===== src/rtl/lfsr_pkg.sv =====
// Shared types and default tap/seed constants for the LFSR pseudo-random generator.
// Tap masks are Fibonacci maximal-length polynomials.
package lfsr_pkg;

    typedef enum logic [1:0] {
        IDLE,
        RUN,
        RECOVER
    } lfsr_state_t;

    localparam logic [7:0]  TAPS_8  = 8'hB8;
    localparam logic [15:0] TAPS_16 = 16'hB400;
    localparam logic [31:0] TAPS_32 = 32'h8020_0003;

    localparam logic [7:0]  SEED_8  = 8'h01;
    localparam logic [15:0] SEED_16 = 16'h0001;
    localparam logic [31:0] SEED_32 = 32'h0000_0001;

endpackage


===== src/rtl/lfsr_next_state.sv =====
// Combinational LFSR successor function, Fibonacci or Galois form.
// Also exposes the feedback bit of the current state.
module lfsr_next_state #(
    parameter int unsigned         WIDTH  = 8,
    parameter logic [WIDTH-1:0]    TAPS   = 8'hB8,
    parameter bit                  GALOIS = 1'b0
) (
    input  logic [WIDTH-1:0] st,
    output logic [WIDTH-1:0] nxt,
    output logic             fb
);

    generate
        if (GALOIS) begin : g_galois
            assign fb  = st[WIDTH-1];
            assign nxt = (st << 1) ^ (fb ? TAPS : '0);
        end else begin : g_fibonacci
            assign fb  = ^(st & TAPS);
            assign nxt = {st[WIDTH-2:0], fb};
        end
    endgenerate

endmodule


===== src/rtl/lfsr_prng_gen.sv =====
// Parametrised LFSR pseudo-random generator with seed and output valid/ready streams.
// Optional feature macro: LFSR_PERIOD_CNT_EN adds a step counter and period_len output.
module lfsr_prng_gen
    import lfsr_pkg::*;
#(
    parameter int unsigned      WIDTH  = 8,
    parameter logic [WIDTH-1:0] TAPS   = WIDTH'(TAPS_8),
    parameter bit               GALOIS = 1'b0,
    parameter logic [WIDTH-1:0] SEED   = WIDTH'(SEED_8)
) (
    input  logic             clk,
    input  logic             rst_n,
    input  logic             en,
    input  logic             seed_valid,
    input  logic [WIDTH-1:0] seed_data,
    output logic             seed_ready,
    output logic             out_valid,
    input  logic             out_ready,
    output logic [WIDTH-1:0] out_data,
    output logic             out_bit,
    output logic             lockup,
    output logic             wrap
`ifdef LFSR_PERIOD_CNT_EN
    ,
    output logic [WIDTH-1:0] period_len
`endif
);

    lfsr_state_t      state_q, state_d;
    logic [WIDTH-1:0] st_q, st_d;
    logic [WIDTH-1:0] base_q, base_d;
    logic [WIDTH-1:0] nxt;
    logic             lockup_q, lockup_d;
    logic             wrap_q, wrap_d;
    logic             seed_fire, step_fire;

    lfsr_next_state #(
        .WIDTH  (WIDTH),
        .TAPS   (TAPS),
        .GALOIS (GALOIS)
    ) u_next_state (
        .st  (st_q),
        .nxt (nxt),
        .fb  (out_bit)
    );

    assign seed_ready = (state_q == IDLE);
    assign out_valid  = (state_q == RUN);
    assign out_data   = st_q;
    assign lockup     = lockup_q;
    assign wrap       = wrap_q;
    assign seed_fire  = seed_valid && seed_ready;
    assign step_fire  = out_valid && out_ready;

`ifdef LFSR_PERIOD_CNT_EN
    logic [WIDTH-1:0] cnt_q, cnt_d, period_q, period_d;
    assign period_len = period_q;
`endif

    // NOTE: every variable gets a default before the case so no path leaves it unassigned (no latches).
    always_comb begin
        state_d  = state_q;
        st_d     = st_q;
        base_d   = base_q;
        lockup_d = 1'b0;
        wrap_d   = 1'b0;
`ifdef LFSR_PERIOD_CNT_EN
        cnt_d    = cnt_q;
        period_d = period_q;
`endif
        case (state_q)
            IDLE: begin
                if (seed_fire) begin
                    if (seed_data == '0) begin
                        st_d     = SEED;
                        base_d   = SEED;
                        lockup_d = 1'b1;
                    end else begin
                        st_d     = seed_data;
                        base_d   = seed_data;
                    end
`ifdef LFSR_PERIOD_CNT_EN
                    cnt_d = '0;
`endif
                end
                if (en) state_d = RUN;
            end
            RUN: begin
                if (step_fire && nxt == '0) begin
                    // A stuck-at-zero successor only arises from a degenerate tap mask.
                    state_d = RECOVER;
                end else begin
                    if (step_fire) begin
                        st_d   = nxt;
                        wrap_d = (nxt == base_q);
`ifdef LFSR_PERIOD_CNT_EN
                        if (nxt == base_q) begin
                            period_d = cnt_q + 1'b1;
                            cnt_d    = '0;
                        end else begin
                            cnt_d    = cnt_q + 1'b1;
                        end
`endif
                    end
                    if (!en) state_d = IDLE;
                end
            end
            RECOVER: begin
                st_d     = SEED;
                base_d   = SEED;
                lockup_d = 1'b1;
                state_d  = en ? RUN : IDLE;
`ifdef LFSR_PERIOD_CNT_EN
                cnt_d    = '0;
`endif
            end
            default: state_d = IDLE;
        endcase
    end

    // NOTE: sequential state uses non-blocking assignments so all registers update together.
    always_ff @(posedge clk or negedge rst_n) begin
        if (!rst_n) begin
            state_q  <= IDLE;
            st_q     <= SEED;
            base_q   <= SEED;
            lockup_q <= 1'b0;
            wrap_q   <= 1'b0;
`ifdef LFSR_PERIOD_CNT_EN
            cnt_q    <= '0;
            period_q <= '0;
`endif
        end else begin
            state_q  <= state_d;
            st_q     <= st_d;
            base_q   <= base_d;
            lockup_q <= lockup_d;
            wrap_q   <= wrap_d;
`ifdef LFSR_PERIOD_CNT_EN
            cnt_q    <= cnt_d;
            period_q <= period_d;
`endif
        end
    end

endmodule


===== config.mk =====
export PLATFORM = sky130hd
export DESIGN_NAME = lfsr_prng_gen
export DESIGN_NICKNAME = d
export VERILOG_FILES = /design/src/rtl/lfsr_pkg.sv /design/src/rtl/lfsr_next_state.sv /design/src/rtl/lfsr_prng_gen.sv
export SDC_FILE = /design/constraint.sdc
export NUM_CORES = 1
export LEC_CHECK = 0
export ABC_AREA = 1
export ABC_CLOCK_PERIOD_IN_PS = 1800
export CORE_ASPECT_RATIO = 0.5
export CORE_UTILIZATION = 40
export DETAILED_ROUTE_END_ITERATION = 6
export GPL_TIMING_DRIVEN = 0
export SYNTH_ARGS = -nofsm -noshare
export SYNTH_HDL_FRONTEND = slang
export SYNTH_SLANG_ARGS = --single-unit
export TNS_END_PERCENT = 100

===== constraint.sdc =====
create_clock -name clk -period 1.8 [get_ports clk]
set_clock_uncertainty 0.1 [all_clocks]
set_input_delay 0.36 -clock clk [delete_from_list [all_inputs] [get_ports clk]]
set_output_delay 0.36 -clock clk [all_outputs]
set_load 0.02 [all_outputs]

==> impl_metrics.tcl <==
set metrics [dict create \
    status "completed" \
    clk_pin_slew_ns 0.07 \
    synth.avg_cell_area_um2 7.55 \
    clock.fmax_mhz 567 \
    setup_viol 0 \
    timing_hold_violations_final 0 \
    yosys.area.top_type_share 0.349 \
    rows 14 \
    post_synth_most_frequent_cells "sky130_fd_sc_hd__nand2_1 (36), sky130_fd_sc_hd__inv_1 (30), sky130_fd_sc_hd__dfrtp_1 (18)" \
    cts.path.max_buffers 2 \
    synth.area.top_cells "sky130_fd_sc_hd__dfrtp_1 (35%), sky130_fd_sc_hd__nand2_1 (10%), sky130_fd_sc_hd__inv_1 (8.7%)" \
    antenna_found_initial 0 \
    grtUsageTotal 0.220 \
    syn2layout_area_growth_pct 35.3 \
    num_antenna_cells 0 \
    total_switching_power_mw 1.43 \
    worst_setup_path_start_kind "flop" \
    design.die.area_um2 3470 \
    fin_util 0.576 \
    clk_latency_ns 0.26 \
    postSynth.asyncResetShare 1.00 \
    swShare 0.465 \
    cp-end-kind "output port" \
    placeable_core_region_um2 3030 \
    gpl.final_weighted_congestion 0.834 \
    die_width_um 82.4 \
    synthesis.instances 171 \
    max-cap-violations 0 \
    io_buffers 25 \
    postLayoutCellArea_um2 1750 \
    detail_route.iter0.violations 39 \
    routed_wirelength_um 3270 \
    synth.cell_area_um2 1290 \
    ir_drop_uv 1060 \
    setup_repair_after_global_routing_missed_its_margin "yes" \
    hold_buffers 0 \
    reg2reg_slack_ns 0.13 \
    post-synth-top-count-cell "sky130_fd_sc_hd__nand2_1" \
    drt_drc_violations_left 0 \
    synth_warnings 0 \
    clock_tree.htree_level_count 1 \
    synth_nets 188 \
    fillerInstances 303 \
    clockPowerShare 0.101 \
    ctsRootBufferMaster "sky130_fd_sc_hd__clkbuf_8" \
    final_critical_path_setup_slack_ns 0.0368 \
    worst-slew-pin-transition_ns 0.954 \
    slew_violations 0 \
    cts_inserted_buffers 3 \
    cts.sink_count 20 \
    layout.nets 226 \
    timing.setup.tns_ns 0 \
    hold_class "flop to flop" \
    ys_types 28 \
    placed_area_um2 1590 \
    grt_pass1_wl_um 5560 \
    power.static_leakage_nw 0.878 \
    p_int_mw 1.65 \
    io_pins 26 \
    place.detailed.hpwl_um 2560 \
    synth-edff-count 0 \
    average_detailed_routed_wire_length_per_instance_um 13.2 \
    sequential_to_total_area_share_from_yosys_stat 0.390 \
    synth_top_flop_cell "sky130_fd_sc_hd__dfrtp_1" \
    routed_via_density 4.82 \
    comb_power_share 0.624 \
    start_util 0.426 \
    crit_required_ns 1.34 \
    cts_tree "done" \
    synthDominantAreaCellType "sky130_fd_sc_hd__dfrtp_1" \
    via_count 1195 \
    dp_slack_ns -0.175 \
    fin_crit_sh 0.980 \
    max_slew_margin 0.362 \
    worst-endpoint-arrival_ns 1.30 \
    power_density_over_the_cells_nw_per_um2 1760 \
    yosys_register_bits 20 \
    grt-ovfl-total 0 \
    layout_min_cycle_time_ns 1.76 \
    first_pass_iters 5 \
    grt_pass1_vias 1138 \
    fp.dieH_um 42.2 \
    grt_start_max_net_pins 21 \
    crit_type "flop to output port" \
    drt.antenna.violating_nets 0 \
    critPathMaxFanout 3 \
    layout-drive-gt1-share 0.250 \
    proportion_of_power_drawn_by_flip_flops_and_latches 0.275 \
]
==> layout make-up <==
cell class	count	area, um2	area share
multi-input cells	113	646	0.370
well taps	40	50.0	0.0287
flip-flops and latches	20	507	0.290
clock buffers	4	45.0	0.0258
inverters	35	131	0.0752
plain buffers	2	31.3	0.0179
repair buffers	34	337	0.193
==> sequential cells by signal, indices dropped and copies added, names as in the netlist <==
| name | flops |
|---|---|
| base_q | 8 |
| lockup | 1 |
| out_data | 8 |
| state_q | 2 |
| wrap | 1 |
==> placed cells by master, fill, tap and decap left out, drive strengths merged <==
master / instances
a21boi: 1
a21oi: 2
buf: 13
clkbuf: 4
clkdlybuf4s50: 15
dfrtp: 18
dfstp: 2
dlygate4sd2: 6
dlymetal6s2s: 2
ha: 4
inv: 35
nand2: 41
nand3: 14
nand4: 1
nor2: 15
nor3: 2
o211ai: 2
o21ai: 18
o221ai: 1
o22ai: 10
or2: 1
xnor2: 1
==> per-layer routing <==
layer / vias to the layer above / part of all wire / global-route usage
li1: 624 / - / -
met1: 546 / 0.52 / 0.321
met2: 23 / 0.45 / 0.336
met3: 2 / 0.032 / 0.0457
met4: 0 / 0.0037 / 0.0421
met5: - / 0 / 0
==> what timing repair did <==
item,4_1_cts,5_1_grt
resized for setup,19,14
endpoints found under the setup margin,24,14
setup buffers,3,6
pin swaps,1,3
==> final timing paths <==
| check | cells after the start | startpoint | end |
|---|---|---|---|
| min reg2reg | 2 | out_data[0] | out_data[0] |
| max | 3 | state_q[1] | out_valid |
| min in group asynchronous | 1 | rst_n | base_q[4] |
| min | 2 | out_data[0] | out_data[0] |
| max in group asynchronous | 1 | rst_n | out_data[4] |
| max reg2reg | 10 | state_q[1] | out_data[7] |
==> kinds of logic (layout without fill, tap and decap cells) <==
kind of cell / count (synthesis) / count (layout) / synth area share
XOR/XNOR: 1 / 1 / 0.00678
AO/OA/AOI/OAI: 34 / 34 / 0.173
adder cells (fa/ha/maj): 4 / 4 / 0.0388
buffers and inverters: 38 / 75 / 0.124
AND/OR/NAND/NOR: 74 / 74 / 0.267
flip-flops: 20 / 20 / 0.390
==> worst max-delay path: stages (launching register included) <==
cell and delay, ns:
sky130_fd_sc_hd__dfrtp_1 0.42, sky130_fd_sc_hd__inv_2 0.08, sky130_fd_sc_hd__ha_2 0.20, sky130_fd_sc_hd__dlygate4sd2_1 0.34
==> stage by stage <==
stage	total power, mW	hold slack [ns]	std cells
3_3_place_gp	2.59	0.427	236
6_report	3.08	0.436	248
3_5_place_dp	2.60	0.424	236
4_1_cts	2.94	0.433	243
2_1_floorplan	2.05	-0.0356	171
5_1_grt	3.35	0.461	248
==> power by group through the flow <==
stage | Combinational (mW) | Clock, mW | Sequential [mW]
5_1_grt | 2.13 | 0.349 | 0.877
3_5_place_dp | 1.75 | 0 | 0.855
6_report | 1.92 | 0.311 | 0.845
4_1_cts | 1.76 | 0.323 | 0.851
2_1_floorplan | 1.15 | 0 | 0.895
3_3_place_gp | 1.73 | 0 | 0.854
Power figures use the tool's default switching activity.
